==> src/rtl/lpif_phy_ctrl_if.sv <==
// Link-layer <-> PHY control bundle for lpif_phy_ctrl.
// slave is the controller side, master is the link-layer/PHY side.
interface lpif_phy_ctrl_if #(
    parameter int NBYTES = 4
);
    logic [NBYTES*8-1:0] Data;
    logic                Irdy;
    logic [3:0]          state_req;
    logic                stall_ack;
    logic                ltssm_l0;
    logic                phy_tx_ready;
    logic                trdy;
    logic [3:0]          state_sts;
    logic                stall_req;
    logic                link_up;
    logic                phyinl1;
    logic                phyinrecenter;
    logic [NBYTES*8-1:0] phy_tx_data;
    logic                phy_tx_valid;

    modport master (
        output Data, Irdy, state_req, stall_ack, ltssm_l0, phy_tx_ready,
        input  trdy, state_sts, stall_req, link_up, phyinl1,
        input  phyinrecenter, phy_tx_data, phy_tx_valid
    );

    modport slave (
        input  Data, Irdy, state_req, stall_ack, ltssm_l0, phy_tx_ready,
        output trdy, state_sts, stall_req, link_up, phyinl1,
        output phyinrecenter, phy_tx_data, phy_tx_valid
    );
endinterface

==> src/rtl/lpif_phy_ctrl.sv <==
// LPIF PHY-side state controller with TX holding FIFO.
// Define LPIF_STALL_EN to gate request-driven ACTIVE exits with a stall handshake.
module lpif_phy_ctrl #(
    parameter int NBYTES     = 4,
    parameter int FIFO_DEPTH = 4
) (
    input  logic           PCLK,
    input  logic           reset,
    lpif_phy_ctrl_if.slave lp
);
    localparam int AW = $clog2(FIFO_DEPTH);
    localparam int PW = AW + 1;
    localparam int DW = NBYTES * 8;

`ifdef LPIF_STALL_EN
    localparam bit STALL_EN = 1'b1;
`else
    localparam bit STALL_EN = 1'b0;
`endif

    typedef enum logic [3:0] {
        ST_RESET     = 4'b0000,
        ST_ACTIVE    = 4'b0001,
        ST_L1        = 4'b0100,
        ST_LINKRESET = 4'b1001,
        ST_RETRAIN   = 4'b1011,
        ST_DISABLED  = 4'b1100
    } lpif_state_e;

    typedef enum logic [1:0] {
        SP_IDLE,
        SP_WAIT_ACK,
        SP_WAIT_DROP
    } stall_ph_e;

    lpif_state_e st, st_n, tgt, tgt_n;
    stall_ph_e   sph, sph_n;
    logic        l1_pend, l1_pend_n;
    logic        flush;

    logic [PW-1:0] wr_ptr, rd_ptr;
    logic [DW-1:0] mem [FIFO_DEPTH];
    logic          empty, full, push, pop;
    logic          stall_req_i;
    logic          link_up_q, phyinl1_q, phyinrecenter_q;

    logic req_active, req_l1, req_retrain, req_kill;

    assign req_active  = (lp.state_req == ST_ACTIVE);
    assign req_l1      = (lp.state_req == ST_L1);
    assign req_retrain = (lp.state_req == ST_RETRAIN);
    assign req_kill    = (lp.state_req == ST_LINKRESET) ||
                         (lp.state_req == ST_DISABLED);

    assign empty = (wr_ptr == rd_ptr);
    assign full  = (wr_ptr[AW] != rd_ptr[AW]) &&
                   (wr_ptr[AW-1:0] == rd_ptr[AW-1:0]);

`ifdef LPIF_STALL_EN
    assign stall_req_i = (sph != SP_IDLE);
`else
    assign stall_req_i = 1'b0;
`endif

    always_ff @(posedge PCLK or posedge reset) begin
        if (reset) begin
            st              <= ST_RESET;
            tgt             <= ST_RESET;
            sph             <= SP_IDLE;
            l1_pend         <= 1'b0;
            link_up_q       <= 1'b0;
            phyinl1_q       <= 1'b0;
            phyinrecenter_q <= 1'b0;
        end else begin
            st              <= st_n;
            tgt             <= tgt_n;
            sph             <= sph_n;
            l1_pend         <= l1_pend_n;
            link_up_q       <= (st_n == ST_ACTIVE);
            phyinl1_q       <= (st_n == ST_L1);
            phyinrecenter_q <= (st_n == ST_RETRAIN);
        end
    end

    always_comb begin
        st_n      = st;
        tgt_n     = tgt;
        sph_n     = sph;
        l1_pend_n = l1_pend;
        flush     = 1'b0;

        if (STALL_EN && sph == SP_WAIT_DROP && !lp.stall_ack)
            sph_n = SP_IDLE;

        if (req_kill) begin
            // Link reset / disable override everything, including a stall in flight
            st_n      = lpif_state_e'(lp.state_req);
            sph_n     = SP_IDLE;
            l1_pend_n = 1'b0;
            flush     = 1'b1;
        end else begin
            case (st)
                ST_RESET: begin
                    if (req_active && lp.ltssm_l0)
                        st_n = ST_ACTIVE;
                end
                ST_ACTIVE: begin
                    if (!lp.ltssm_l0) begin
                        st_n      = ST_RETRAIN;
                        l1_pend_n = 1'b0;
                        if (sph == SP_WAIT_ACK)
                            sph_n = SP_WAIT_DROP;
                    end else if (sph == SP_WAIT_ACK) begin
                        if (lp.stall_ack) begin
                            st_n      = tgt;
                            sph_n     = SP_WAIT_DROP;
                            l1_pend_n = 1'b0;
                        end
                    end else if (sph == SP_IDLE) begin
                        if (req_retrain) begin
                            l1_pend_n = 1'b0;
                            if (STALL_EN) begin
                                sph_n = SP_WAIT_ACK;
                                tgt_n = ST_RETRAIN;
                            end else begin
                                st_n = ST_RETRAIN;
                            end
                        end else if ((req_l1 || l1_pend) && empty) begin
                            l1_pend_n = 1'b0;
                            if (STALL_EN) begin
                                sph_n = SP_WAIT_ACK;
                                tgt_n = ST_L1;
                            end else begin
                                st_n = ST_L1;
                            end
                        end else if (req_l1) begin
                            l1_pend_n = 1'b1;
                        end
                    end
                end
                ST_L1: begin
                    if (req_active)
                        st_n = ST_RETRAIN;
                end
                ST_RETRAIN: begin
                    if (lp.ltssm_l0 && !req_retrain)
                        st_n = ST_ACTIVE;
                end
                ST_LINKRESET, ST_DISABLED: begin
                    if (req_active)
                        st_n = ST_RESET;
                end
                default: st_n = ST_RESET;
            endcase
        end
    end

    // trdy looks only at registered fullness, never at a same-cycle pop
    assign lp.trdy         = (st == ST_ACTIVE) && !full && !stall_req_i;
    assign lp.phy_tx_valid = (st == ST_ACTIVE) && !empty;
    assign lp.phy_tx_data  = empty ? '0 : mem[rd_ptr[AW-1:0]];

    assign push = lp.Irdy && lp.trdy;
    assign pop  = lp.phy_tx_valid && lp.phy_tx_ready;

    always_ff @(posedge PCLK or posedge reset) begin
        if (reset) begin
            wr_ptr <= '0;
            rd_ptr <= '0;
        end else if (flush) begin
            wr_ptr <= '0;
            rd_ptr <= '0;
        end else begin
            if (push)
                wr_ptr <= wr_ptr + PW'(1);
            if (pop)
                rd_ptr <= rd_ptr + PW'(1);
        end
    end

    always_ff @(posedge PCLK) begin
        if (push)
            mem[wr_ptr[AW-1:0]] <= lp.Data;
    end

    assign lp.state_sts     = st;
    assign lp.stall_req     = stall_req_i;
    assign lp.link_up       = link_up_q;
    assign lp.phyinl1       = phyinl1_q;
    assign lp.phyinrecenter = phyinrecenter_q;
endmodule

==> src/flat_wrapper.sv <==
// flat-port wrapper written by rule: the top's interface ports become plain ports
module lpif_phy_ctrl_flat 
#(
    parameter int NBYTES     = 4,
    parameter int FIFO_DEPTH = 4
)
  (PCLK, reset, lp_Data, lp_Irdy, lp_state_req, lp_stall_ack, lp_ltssm_l0, lp_phy_tx_ready, lp_trdy, lp_state_sts, lp_stall_req, lp_link_up, lp_phyinl1, lp_phyinrecenter, lp_phy_tx_data, lp_phy_tx_valid);
  lpif_phy_ctrl_if #(.NBYTES(NBYTES)) lp_i ();
  input  logic PCLK;
  input  logic reset;
  input wire logic [$bits(lp_i.Data)-1:0] lp_Data;
  input wire logic [$bits(lp_i.Irdy)-1:0] lp_Irdy;
  input wire logic [$bits(lp_i.state_req)-1:0] lp_state_req;
  input wire logic [$bits(lp_i.stall_ack)-1:0] lp_stall_ack;
  input wire logic [$bits(lp_i.ltssm_l0)-1:0] lp_ltssm_l0;
  input wire logic [$bits(lp_i.phy_tx_ready)-1:0] lp_phy_tx_ready;
  output wire logic [$bits(lp_i.trdy)-1:0] lp_trdy;
  output wire logic [$bits(lp_i.state_sts)-1:0] lp_state_sts;
  output wire logic [$bits(lp_i.stall_req)-1:0] lp_stall_req;
  output wire logic [$bits(lp_i.link_up)-1:0] lp_link_up;
  output wire logic [$bits(lp_i.phyinl1)-1:0] lp_phyinl1;
  output wire logic [$bits(lp_i.phyinrecenter)-1:0] lp_phyinrecenter;
  output wire logic [$bits(lp_i.phy_tx_data)-1:0] lp_phy_tx_data;
  output wire logic [$bits(lp_i.phy_tx_valid)-1:0] lp_phy_tx_valid;
  assign lp_i.Data = lp_Data;
  assign lp_i.Irdy = lp_Irdy;
  assign lp_i.state_req = lp_state_req;
  assign lp_i.stall_ack = lp_stall_ack;
  assign lp_i.ltssm_l0 = lp_ltssm_l0;
  assign lp_i.phy_tx_ready = lp_phy_tx_ready;
  assign lp_trdy = lp_i.trdy;
  assign lp_state_sts = lp_i.state_sts;
  assign lp_stall_req = lp_i.stall_req;
  assign lp_link_up = lp_i.link_up;
  assign lp_phyinl1 = lp_i.phyinl1;
  assign lp_phyinrecenter = lp_i.phyinrecenter;
  assign lp_phy_tx_data = lp_i.phy_tx_data;
  assign lp_phy_tx_valid = lp_i.phy_tx_valid;
  lpif_phy_ctrl #(.NBYTES(NBYTES), .FIFO_DEPTH(FIFO_DEPTH)) u_core (.PCLK(PCLK), .reset(reset), .lp(lp_i));
endmodule
==> config.mk <==
export PLATFORM = sky130hd
export DESIGN_NAME = lpif_phy_ctrl_flat
export DESIGN_NICKNAME = d
export VERILOG_FILES = /design/src/rtl/lpif_phy_ctrl_if.sv /design/src/rtl/lpif_phy_ctrl.sv /design/src/flat_wrapper.sv
export SDC_FILE = /design/constraint.sdc
export NUM_CORES = 1
export LEC_CHECK = 0
export ABC_CLOCK_PERIOD_IN_PS = 6000
export BUFFER_PORTS_ARGS = -buffer_cell sky130_fd_sc_hd__buf_2
export CAP_MARGIN = 20
export CORE_MARGIN = 2
export CORE_UTILIZATION = 32
export DETAILED_ROUTE_END_ITERATION = 10
export GPL_TIMING_DRIVEN = 0
export PLACE_DENSITY = 0.47
export SKIP_CTS_REPAIR_TIMING = 1
export SYNTH_ARGS = -nofsm -noshare
export SYNTH_HDL_FRONTEND = slang
export SYNTH_SLANG_ARGS = --single-unit
export TNS_END_PERCENT = 100
==> constraint.sdc <==
create_clock -name PCLK -period 6 [get_ports PCLK]
set_input_delay 1.2 -clock PCLK [delete_from_list [all_inputs] [get_ports PCLK]]
set_output_delay 1.2 -clock PCLK [all_outputs]
set_load 0.005 [all_outputs]
# After elaboration in Yosys (flattened, before gate mapping)
# Memory sizes are Yosys's and may differ from the RTL's.
# Index checks and enable logic that the tools add are counted.
op_classes:
  reduce_logical: 22
  n_eq_ne: 21
  muxes: 35
  addsub: 2
op_table:
  columns: ["operator", "n"]
  rows:
  - ["2-to-1 mux 4 bit", 11]
  - ["2-to-1 mux 32 bit", 1]
  - ["equality test 4 bit (second input constant)", 7]
  - ["case mux 4 bit (5 select lines)", 1]
  - ["equality test 4 x 1 -> 1 bit (second input constant)", 3]
  - ["equality test 4 x 3 -> 1 bit (second input constant)", 3]
  - ["2-to-1 mux 1 bit", 12]
  - ["2-to-1 mux 2 bit", 6]
  - ["2-to-1 mux 3 bit", 4]
  - ["logical AND 1 bit", 8]
  - ["nonzero test 2 bit", 4]
  - ["adder 3 x 1 -> 3 bit (second input constant)", 2]
  - ["inequality test 6 x 1 -> 1 bit (second input constant)", 1]
  - ["logical NOT 4 bit", 1]
  - ["inequality test 4 x 1 -> 1 bit (second input constant)", 1]
  - ["inequality test 4 x 3 -> 1 bit (second input constant)", 1]
  - ["AND reduction 4 bit", 1]
  - ["equality test 3 bit", 1]
  - ["logical NOT 1 bit", 3]
  - ["inequality test 3 x 2 -> 1 bit (second input constant)", 1]
  - ["AND reduction 3 bit", 1]
  - ["equality test 2 x 1 -> 1 bit (second input constant)", 1]
  - ["equality test 2 bit", 1]
  - ["logical NOT 2 bit", 1]
  - ["other kinds (3)", 4]
word_totals:
  output_inout_bits: 42
  register_bits: 16
  wordCells: 89
  inputBits: 42
  ram_bits: 128
  n_memories: 1
memory_table:
  columns: ["name", "words", "word_bits", "rd", "rd_ports_with_merged_regs", "wr", "line_no", "text"]
  rows:
  - ["u_core.mem", 4, 32, 1, 0, 1, "lpif_phy_ctrl.sv:42", "logic [DW-1:0] mem [FIFO_DEPTH];"]

# Depth between registers and ports, before layout
# Gate-level depths: netlist of the first run.
logic_depth:
  ltp_word: 11
  mapped_depth: 5
  mapped_depth_nobuf: 5

# Worst setup path before layout of the first run
# No wires, ideal clock.
synth_path:
  path_type: "input -> register"
  startpoint: "input port lp_Irdy"
  endpoint: "memory u_core.mem[3][0] (netlist bit), enable pin"
  arrival_time_ns: 2.324
  setup_slack_ns: 3.275
  setup_time_ns: 0.401
  path_stages: 2
  cell_sequence: "nand2_1 a311oi_4"
synth_between:
  elab_chain_cells: 3
synth_lines:
  columns: ["element", "line_no", "text"]
  rows:
  - ["start, declared", "flat_wrapper.sv:12", "input wire logic [$bits(lp_i.Irdy)-1:0] lp_Irdy;"]
  - ["logical AND 1 bit", "lpif_phy_ctrl.sv:163", "assign push = lp.Irdy && lp.trdy;"]
  - ["2-to-1 mux 1 bit", "lpif_phy_ctrl.sv:182", "if (push)"]
  - ["2-to-1 mux 1 bit (not written as such)", "lpif_phy_ctrl.sv:183", "mem[wr_ptr[AW-1:0]] <= lp.Data;"]
  - ["end, declared", "lpif_phy_ctrl.sv:42", null]
# No other way between the ends.

# Final worst setup path of the first run
layout_path:
  startpoint: "register u_core.rd_ptr[0]"
  endpoint: "output port lp_phy_tx_data[13]"
layout_between:
  elab_chain_cells: 2
layout_lines:
  columns: ["element", "line_no", "text"]
  rows:
  - ["start, declared", "lpif_phy_ctrl.sv:41", "logic [PW-1:0] wr_ptr, rd_ptr;"]
  - ["start signal, assigned", "lpif_phy_ctrl.sv:177", "rd_ptr <= rd_ptr + PW'(1);"]
  - ["memory (4 x 32 bit) / equality test 3 bit (equally long branches)", null, null]
  - ["2-to-1 mux 32 bit *", "lpif_phy_ctrl.sv:161", "assign lp.phy_tx_data = empty ? '0 : mem[rd_ptr[AW-1:0]];"]
  - ["end, declared", "flat_wrapper.sv:23", "output wire logic [$bits(lp_i.phy_tx_data)-1:0] lp_phy_tx_data;"]
# Mark *: on every way between the ends. The rest lies on a longest branch, timed or not.

==> metrics, run 1 <==
synth top area cells=edfxtp_1, mux4_2, dfrtp_1; relative slew slack=45.5%; RSZ-0062 raised after global routing=false; Avg Cell Area, Syn=18.8 um2; area leader, netlist=edfxtp_1; Post-Layout Inst Area=0.00733 mm2; switching power of the nets=1.03 mW; sequential fraction of design power=35.4%; Worst EP required=4800 ps; total power=3.50 mW; core area=0.0180 mm2; post-synth cell types=52; clock skew=7.66 ps; FP Rows=49; num ports=84; H-Tree Level Count=4; Internal=2.47 mW; worst path cell trace=buf_2 > xnor2_1 > nand3_1 > clkbuf_1 > and2_1 > buf_2; most frequent cells in the layout=edfxtp_1, buf_2, and2_1, mux4_2, clkbuf_16; DIE HEIGHT=140 um; top cell type's share of synthesized area=65.2%; CP max FO=10; Worst path max stage delay=370 ps; first-pass GRT wire length=18.6 mm; antenna violations before repair=2; asr flop ratio synth=10.5%; top_reg_cell synth=edfxtp_1; Worst-Skew Late Latency=420 ps; die width=140 um; Comb power frac=32.0%; remaining antenna violation count=0; worst-margin pin slew=818 ps; Mapped Nets=360; Initial Util=32.7%; HPWL reported at the end of detailed placement=7.59 mm; pre-CTS WS=2770 ps; R2R cell count=4; worst min path class=reg -> reg; CP max-delay cell=dfrtp_1; outcome=finished, final reports clean; initial drt markers=114; Filler cells=1669; Clock transition at path regs=60 ps; Hold WS=607 ps; WP data arrival=2350 ps; largest net degree at the start of global routing=28; reg2reg setup slack=3610 ps; most common cell after layout, fill and taps aside=edfxtp_1; Syn Inst Count=313; Root Driver=clkbuf_16; fin. max-slew vios=0; First-pass DRT Iterations=4; Num CTS Buffers=17; Final Hold Vio Count=0; FF-to-FF Start=u_core.lp.state_sts[1]; hold endpoint=u_core.sph[1]; routability cong.=0.737; Yosys reg bits=143; Clk network pwr share=32.6%; vias in the first global route=3347; Final Cycle Share=59.2%; setup_tns=0 ps; sw frac=29.5%; clk sinks=143; Via density=4.82; Mapped Area=0.00590 mm2; nets@finish=465; Leakage=2.63 nW; Fmax achieved=282 MHz; via count=3183; gr ovfl total=0; register area share after synthesis=71.5%; # setup viols final=0; reg2reg end=u_core.mem[3][21]; hold path startpoint=u_core.sph[1]; critical path type=reg -> out; CTS tree=built; Total Routed Length=11.9 mm; Post-synth EDFFs=128; DR DRC count=0; Area Growth Syn to Fin=24.2%; average routed wire per standard cell=18.1 um; hold depth=2; Critical Path End Type=output port; Ys Warns=0; total die area=0.0195 mm2; port buffer count=81; pwr dens=478 mW/mm2; GRT Overall Usage=13.0%; Final min period=3550 ps; ant diodes=0; Setup crit start kind=register; worst path bufs/invs=3; CTS Buffer Depth=2; layout cell share with drive strength beyond 1=39.0%; Final WS setup=2450 ps; max cap viols=0; Critical Path Most Common Cell=buf_2; Max VDD drop=221 uV; placed inst area=0.00669 mm2; crit-path leading delay family=buffers and inverters
sequential cells by signal, summed over array words and instances (netlist names):
signal and count:
u_core.l1_pend 1, u_core.lp.link_up 1, u_core.lp.phyinl1 1, u_core.lp.phyinrecenter 1, u_core.lp.state_sts 4, u_core.mem 128, u_core.rd_ptr 3, u_core.sph 1
u_core.wr_ptr 3
cells by family (layout without fill, tap and decap cells):
| logic type | Yosys count | in the layout | synth area share, % |
|---|---|---|---|
| flops | 143 | 143 | 71.5 |
| other cells | 1 | 1 | 0.0636 |
| mux | 34 | 34 | 12.6 |
| buf+inv | 24 | 142 | 1.97 |
| fa+ha+maj | 5 | 5 | 1.06 |
| xor+xnor | 10 | 10 | 1.48 |
| compound gates | 24 | 24 | 3.50 |
| simple gates | 72 | 72 | 7.85 |
worst max-delay path by stage:
stage	slack, ps	start	endpoint	depth (start not counted)
global route	2230	u_core.rd_ptr[0]	lp_phy_tx_data[13]	6
finish	2450	u_core.rd_ptr[0]	lp_phy_tx_data[13]	6
floorplan	3270	lp_Irdy	u_core.mem[3][0]	2
detailed placement	2770	u_core.rd_ptr[0]	lp_phy_tx_data[13]	6
global placement	2310	lp_Irdy	u_core.mem[3][19]	3
CTS	2310	u_core.rd_ptr[0]	lp_phy_tx_data[13]	6
metal layers:
metal / GRT usage (%) / part of all wire [%] / vias up
li1: - / - / 1455
met1: 15.4 / 41 / 1623
met2: 21.8 / 52 / 83
met3: 4.13 / 5.0 / 18
met4: 5.68 / 1.8 / 4
met5: 0 / 0.26 / -
cells in the mapped netlist (all sizes together) (2+ instances only):
library cell	n
a2111oi	2
a211oi	3
a21oi	2
a311oi	2
a31oi	3
and2	36
buf	10
clkbuf	6
dfrtp	15
edfxtp	128
ha	5
inv	8
mux2i	2
mux4	32
nand2	4
nand2b	2
nand3	3
nor2	9
nor3	4
nor4	3
nor4b	2
o21ai	2
or3	2
or4b	2
xnor2	6
xor2	4
layout make-up:
class | count | area (um2) | area share [%]
well taps | 229 | 287 | 3.91
clock buffers | 18 | 429 | 5.86
clock inverters | 14 | 214 | 2.92
flip-flops and latches | 143 | 4220 | 57.6
repair buffers | 86 | 495 | 6.76
inverters | 8 | 30.0 | 0.410
multi-input cells | 146 | 1570 | 21.4
plain buffers | 16 | 86.3 | 1.18
worst min-delay path, delay by kind of cell (launching register included):
kind,cells,cell delay [ps]
simple gates,1,50
flops,1,420
buf+inv,1,110
power by group through the flow:
stage | sequential (mW) | combinational, mW | clock [mW]
4_1_cts | 1.24 | 1.17 | 1.17
6_report | 1.24 | 1.12 | 1.14
2_1_floorplan | 1.25 | 0.691 | 0
5_1_grt | 1.25 | 1.26 | 1.21
3_5_place_dp | 1.26 | 1.17 | 0
3_3_place_gp | 1.26 | 1.14 | 0
stage by stage:
step / instances / util [%]
after floorplan: 313 / -
after global placement: 623 / 36.6
after detailed placement: 628 / 37.1
after CTS: 660 / 40.7
after global routing: 660 / 40.7
final: 660 / 40.7
No activity file was read; power rests on OpenSTA's default activity.
==> run 2, diff against run 1 <==
--- a/config.mk
+++ b/config.mk
@@ -5,14 +5,15 @@
 export SDC_FILE = /design/constraint.sdc
 export NUM_CORES = 1
 export LEC_CHECK = 0
-export ABC_CLOCK_PERIOD_IN_PS = 6000
+export ABC_AREA = 1
+export ABC_CLOCK_PERIOD_IN_PS = 3200
 export BUFFER_PORTS_ARGS = -buffer_cell sky130_fd_sc_hd__buf_2
 export CAP_MARGIN = 20
 export CORE_MARGIN = 2
 export CORE_UTILIZATION = 32
 export DETAILED_ROUTE_END_ITERATION = 10
 export GPL_TIMING_DRIVEN = 0
-export PLACE_DENSITY = 0.47
+export PLACE_DENSITY = 0.48
 export SKIP_CTS_REPAIR_TIMING = 1
 export SYNTH_ARGS = -nofsm -noshare
 export SYNTH_HDL_FRONTEND = slang
==> constraint.sdc (replaced) <==
create_clock -name PCLK -period 3.2 [get_ports PCLK]
set_input_delay 0.64 -clock PCLK [delete_from_list [all_inputs] [get_ports PCLK]]
set_output_delay 0.64 -clock PCLK [all_outputs]
set_load 0.005 [all_outputs]
==> metrics, run 2 <==
outcome=finished, final reports clean; Root Driver=clkbuf_16; Post-synth EDFFs=128; clock skew=15.0 ps; Hold WS=291 ps; total power=6.18 mW; Final Hold Vio Count=0; Via density=4.68; average routed wire per standard cell=16.6 um; Clock transition at path regs=60 ps; relative slew slack=58.3%; Syn Inst Count=526; Cell Count Post-Placement=845; Setup crit start kind=register; routability cong.=0.806; core area=0.0186 mm2; layout cell share with drive strength beyond 1=24.1%; Ys Warns=0; max cap viols=0; first-pass GRT wire length=22.6 mm; nets@finish=677; Mapped Nets=573; Reg area=0.00422 mm2; Worst EP required=2560 ps; GRT Overall Usage=15.0%; largest net degree at the start of global routing=21; worst min path class=in -> async; asr flop ratio synth=10.5%; via count=4107; clk sinks=143; Final Cycle Share=86.3%; Yosys reg bits=143; top_reg_cell synth=edfxtp_1; H-Tree Level Count=4; Num CTS Buffers=17; initial drt markers=207; Synth top cells by count=edfxtp_1, nor2_1, o21ai_0, nand2_1, inv_1; Final min period=2760 ps; WP data arrival=2120 ps; post-synth cell types=30; Total Routed Length=14.5 mm; critical path type=reg -> out; Area Growth Syn to Fin=23.1%; num ports=84; Filler cells=1830; max FFs per register=128; total die area=0.0199 mm2; Mapped Area=0.00603 mm2; Leakage=3.06 nW; DIE HEIGHT=141 um; Max VDD drop=437 uV; port buffer count=81; vias in the first global route=4250; Worst-Skew Late Latency=410 ps; worst-margin pin slew=624 ps; DR DRC count=0; setup_tns=0 ps; RSZ-0062 raised after global routing=false; FP Rows=50; top cell type's share of synthesized area=63.8%; CTS Buffer Depth=2; die width=141 um; most common cell after layout, fill and taps aside=edfxtp_1; register area share after synthesis=70.0%; Fmax achieved=362 MHz; CP max FO=10; Final Core Density=39.9%; multi-input combinational cell area=0.00148 mm2; HPWL reported at the end of detailed placement=9.32 mm; pwr dens=833 mW/mm2; area leader, netlist=edfxtp_1; Avg Cell Area, Syn=11.5 um2; remaining antenna violation count=0; antenna violations before repair=1; Non-Filler Instances=878; Initial Util=32.4%; fin. max-slew vios=0; count leader, synth=edfxtp_1; most frequent cells in the layout=edfxtp_1, buf_2, nor2_1, o21ai_0, nand2_1; CTS tree=built; gr ovfl total=0; First-pass DRT Iterations=5; # setup viols final=0; Critical Path End Type=output port; synth top area cells=edfxtp_1, dfrtp_1, o21ai_0
==> run 2: metrics by stage <==
| step | area (um2) | worst slack [ps] |
|---|---|---|
| after floorplan | 6030 | 406 |
| after global placement | 6730 | -1090 |
| after detailed placement | 6860 | 851 |
| after CTS | 7420 | 407 |
| after global routing | 7420 | 232 |
| final | 7420 | 439 |
==> run 2: where the power goes <==
part	internal (mW)	leakage (nW)	total (mW)	switching [mW]
registers	2.24	1.35	2.32	0.0874
logic	0.705	1.44	2.01	1.30
clock network	1.08	0.272	1.85	0.774
==> run 2: kinds of logic after synthesis <==
group / Yosys count / share of synthesized area (%)
flops: 143 / 70.0
compound gates: 105 / 9.61
buf+inv: 90 / 5.96
simple gates: 180 / 13.0
other cells: 1 / 0.0622
xor+xnor: 2 / 0.291
fa+ha+maj: 5 / 1.04
==> run 2: worst paths after layout <==
check	start	endpoint	slack, ps	cells past startpoint
min reg2reg	u_core.rd_ptr[2]	u_core.rd_ptr[2]	580	2
min in group PCLK	lp_Data[16]	u_core.mem[0][16]	440	1
min	reset	u_core.lp.state_sts[0]	290	2
max in group asynchronous	reset	u_core.rd_ptr[2]	2510	2
max reg2reg	u_core.lp.state_sts[2]	u_core.mem[3][26]	940	8
max	u_core.rd_ptr[1]	lp_phy_tx_data[26]	440	7
==> run 2: cell type report <==
class | instances | share of cell area [%]
antenna | 1 | 0.0337
buffer | 25 | 1.52
clock buffer | 17 | 5.73
clock inverter | 15 | 1.84
inverter | 65 | 3.32
multi-input combinational | 293 | 19.9
sequential | 143 | 56.8
tap | 234 | 3.94
timing repair buffer | 85 | 6.84
==> run 2: per-layer routing <==
| layer | routed length, um | share of wire, % | track usage (%) |
|---|---|---|---|
| met1 | 6500 | 45 | 19.1 |
| met2 | 7100 | 49 | 25.1 |
| met3 | 820 | 5.6 | 4.48 |
| met4 | 117 | 0.80 | 3.68 |
| met5 | 0 | 0 | 0 |
==> run 2: critical path, cell delays in order (launching register included) <==
cell,delay (ps)
dfrtp_1,490
inv_2,160
clkbuf_1,450
o21ai_0,180
o22ai_1,210
nand2_1,80
inv_1,50
buf_2,100
==> run 3, diff against run 2 <==
--- a/config.mk
+++ b/config.mk
@@ -5,12 +5,12 @@
 export SDC_FILE = /design/constraint.sdc
 export NUM_CORES = 1
 export LEC_CHECK = 0
-export ABC_AREA = 1
 export ABC_CLOCK_PERIOD_IN_PS = 3200
 export BUFFER_PORTS_ARGS = -buffer_cell sky130_fd_sc_hd__buf_2
 export CAP_MARGIN = 20
 export CORE_MARGIN = 2
 export CORE_UTILIZATION = 32
+export CTS_CLUSTER_SIZE = 25
 export DETAILED_ROUTE_END_ITERATION = 10
 export GPL_TIMING_DRIVEN = 0
 export PLACE_DENSITY = 0.48
==> metrics, run 3 (synthesized netlist as in run 1, its figures left out) <==
num ports=84; Area Growth Syn to Fin=22.8%; crit path from=u_core.rd_ptr[0]; CP max FO=10; Worst-Skew Late Latency=410 ps; nets@finish=465; pre-CTS WS=495 ps; Worst EP required=2560 ps; layout cell share with drive strength beyond 1=38.3%; ant diodes=0; Max VDD drop=462 uV; Critical Path End Type=output port; DR DRC count=0; critical path type=reg -> out; core area=0.0180 mm2; Critical Path Most Common Cell=buf_2; Fmax achieved=336 MHz; routability cong.=0.743; Initial Util=32.7%; pwr dens=864 mW/mm2; Total Routed Length=12.0 mm; outcome=finished, final reports clean; antenna violations before repair=2; Leakage=2.59 nW; worst min path class=in -> async; gr ovfl total=0; WP data arrival=2340 ps; Root Driver=clkbuf_16; Hold WS=293 ps; CTS tree=built; die width=140 um; Num CTS Buffers=17; relative slew slack=44.4%; fin. max-slew vios=0; Final Hold Vio Count=0; # setup viols final=0; most common cell after layout, fill and taps aside=edfxtp_1; First-pass DRT Iterations=4; remaining antenna violation count=0; via count=3148; RSZ-0062 raised after global routing=false; Via density=4.79; worst-margin pin slew=834 ps; max cap viols=0; CTS Buffer Depth=2; worst path cell trace=buf_2 > xnor2_1 > nand3_2 > clkbuf_1 > and2_1 > buf_2; initial drt markers=125; port buffer count=81; FP Rows=49; Clock transition at path regs=50 ps; DIE HEIGHT=140 um; Worst path max stage delay=380 ps; average routed wire per standard cell=18.3 um; Setup crit start kind=register; first-pass GRT wire length=18.7 mm; FF-to-FF Start=u_core.lp.state_sts[1]; clock skew=5.85 ps; total die area=0.0195 mm2; clk sinks=143; max FFs per register=128; largest net degree at the start of global routing=28; most frequent cells in the layout=edfxtp_1, buf_2, and2_1, mux4_2, clkbuf_16; GRT Overall Usage=12.9%; HPWL reported at the end of detailed placement=7.90 mm; vias in the first global route=3409; Final WS setup=223 ps; Final min period=2980 ps; Filler cells=1678; CP max-delay cell=xnor2_1; Final Cycle Share=93.0%; H-Tree Level Count=4
## run 3: routing by layer
layer / vias to the layer above / GRT usage, % / share of wire [%]
li1: 1452 / - / -
met1: 1604 / 15.8 / 43
met2: 73 / 20.9 / 49
met3: 15 / 5.13 / 5.9
met4: 4 / 4.11 / 1.2
met5: - / 0 / 0.20
## run 3: path summary, 6_finish.rpt
kind | endpoint | slack [ps] | cells after the start
worst min-delay path | u_core.rd_ptr[2] | 290 | 2
min in group PCLK | u_core.mem[0][3] | 440 | 1
worst min register to register | u_core.l1_pend | 610 | 2
max in group asynchronous | u_core.sph[1] | 2510 | 2
worst max-delay path | lp_phy_tx_data[30] | 220 | 6
worst max register to register | u_core.mem[0][10] | 800 | 5
## run 3: power by group
| part | total (mW) | switching (mW) | internal [mW] |
|---|---|---|---|
| clock network | 1.79 | 0.670 | 1.12 |
| registers | 2.32 | 0.0788 | 2.24 |
| logic | 2.14 | 1.13 | 1.01 |
## run 3: critical path: cells and delay by family, from the launching register on
family,cells,cell delay (ps)
buf+inv,3,650
xor+xnor,1,380
simple gates,2,510
flops,1,370
## run 3: final cells by class
cell class              count  area (um2)  area share [%]
flip-flops and latches    143        4220            58.2
multi-input cells         146        1570            21.7
repair buffers             86         515            7.12
clock buffers              20         437            6.03
well taps                 229         287            3.96
clock inverters             9        96.3            1.33
plain buffers              16        86.3            1.19
inverters                   8        30.0           0.415
## run 3: per-stage QoR
stage          power [mW]  cells  instance area, um2  setup TNS, ps  util, %
2_1_floorplan        3.65    313                5900              0        -
3_3_place_gp         4.52    623                6590         -11260     36.6
3_5_place_dp         4.58    628                6710              0     37.2
4_1_cts              6.39    657                7240              0     40.2
5_1_grt              6.65    657                7240              0     40.2
6_report             6.26    657                7240              0     40.2
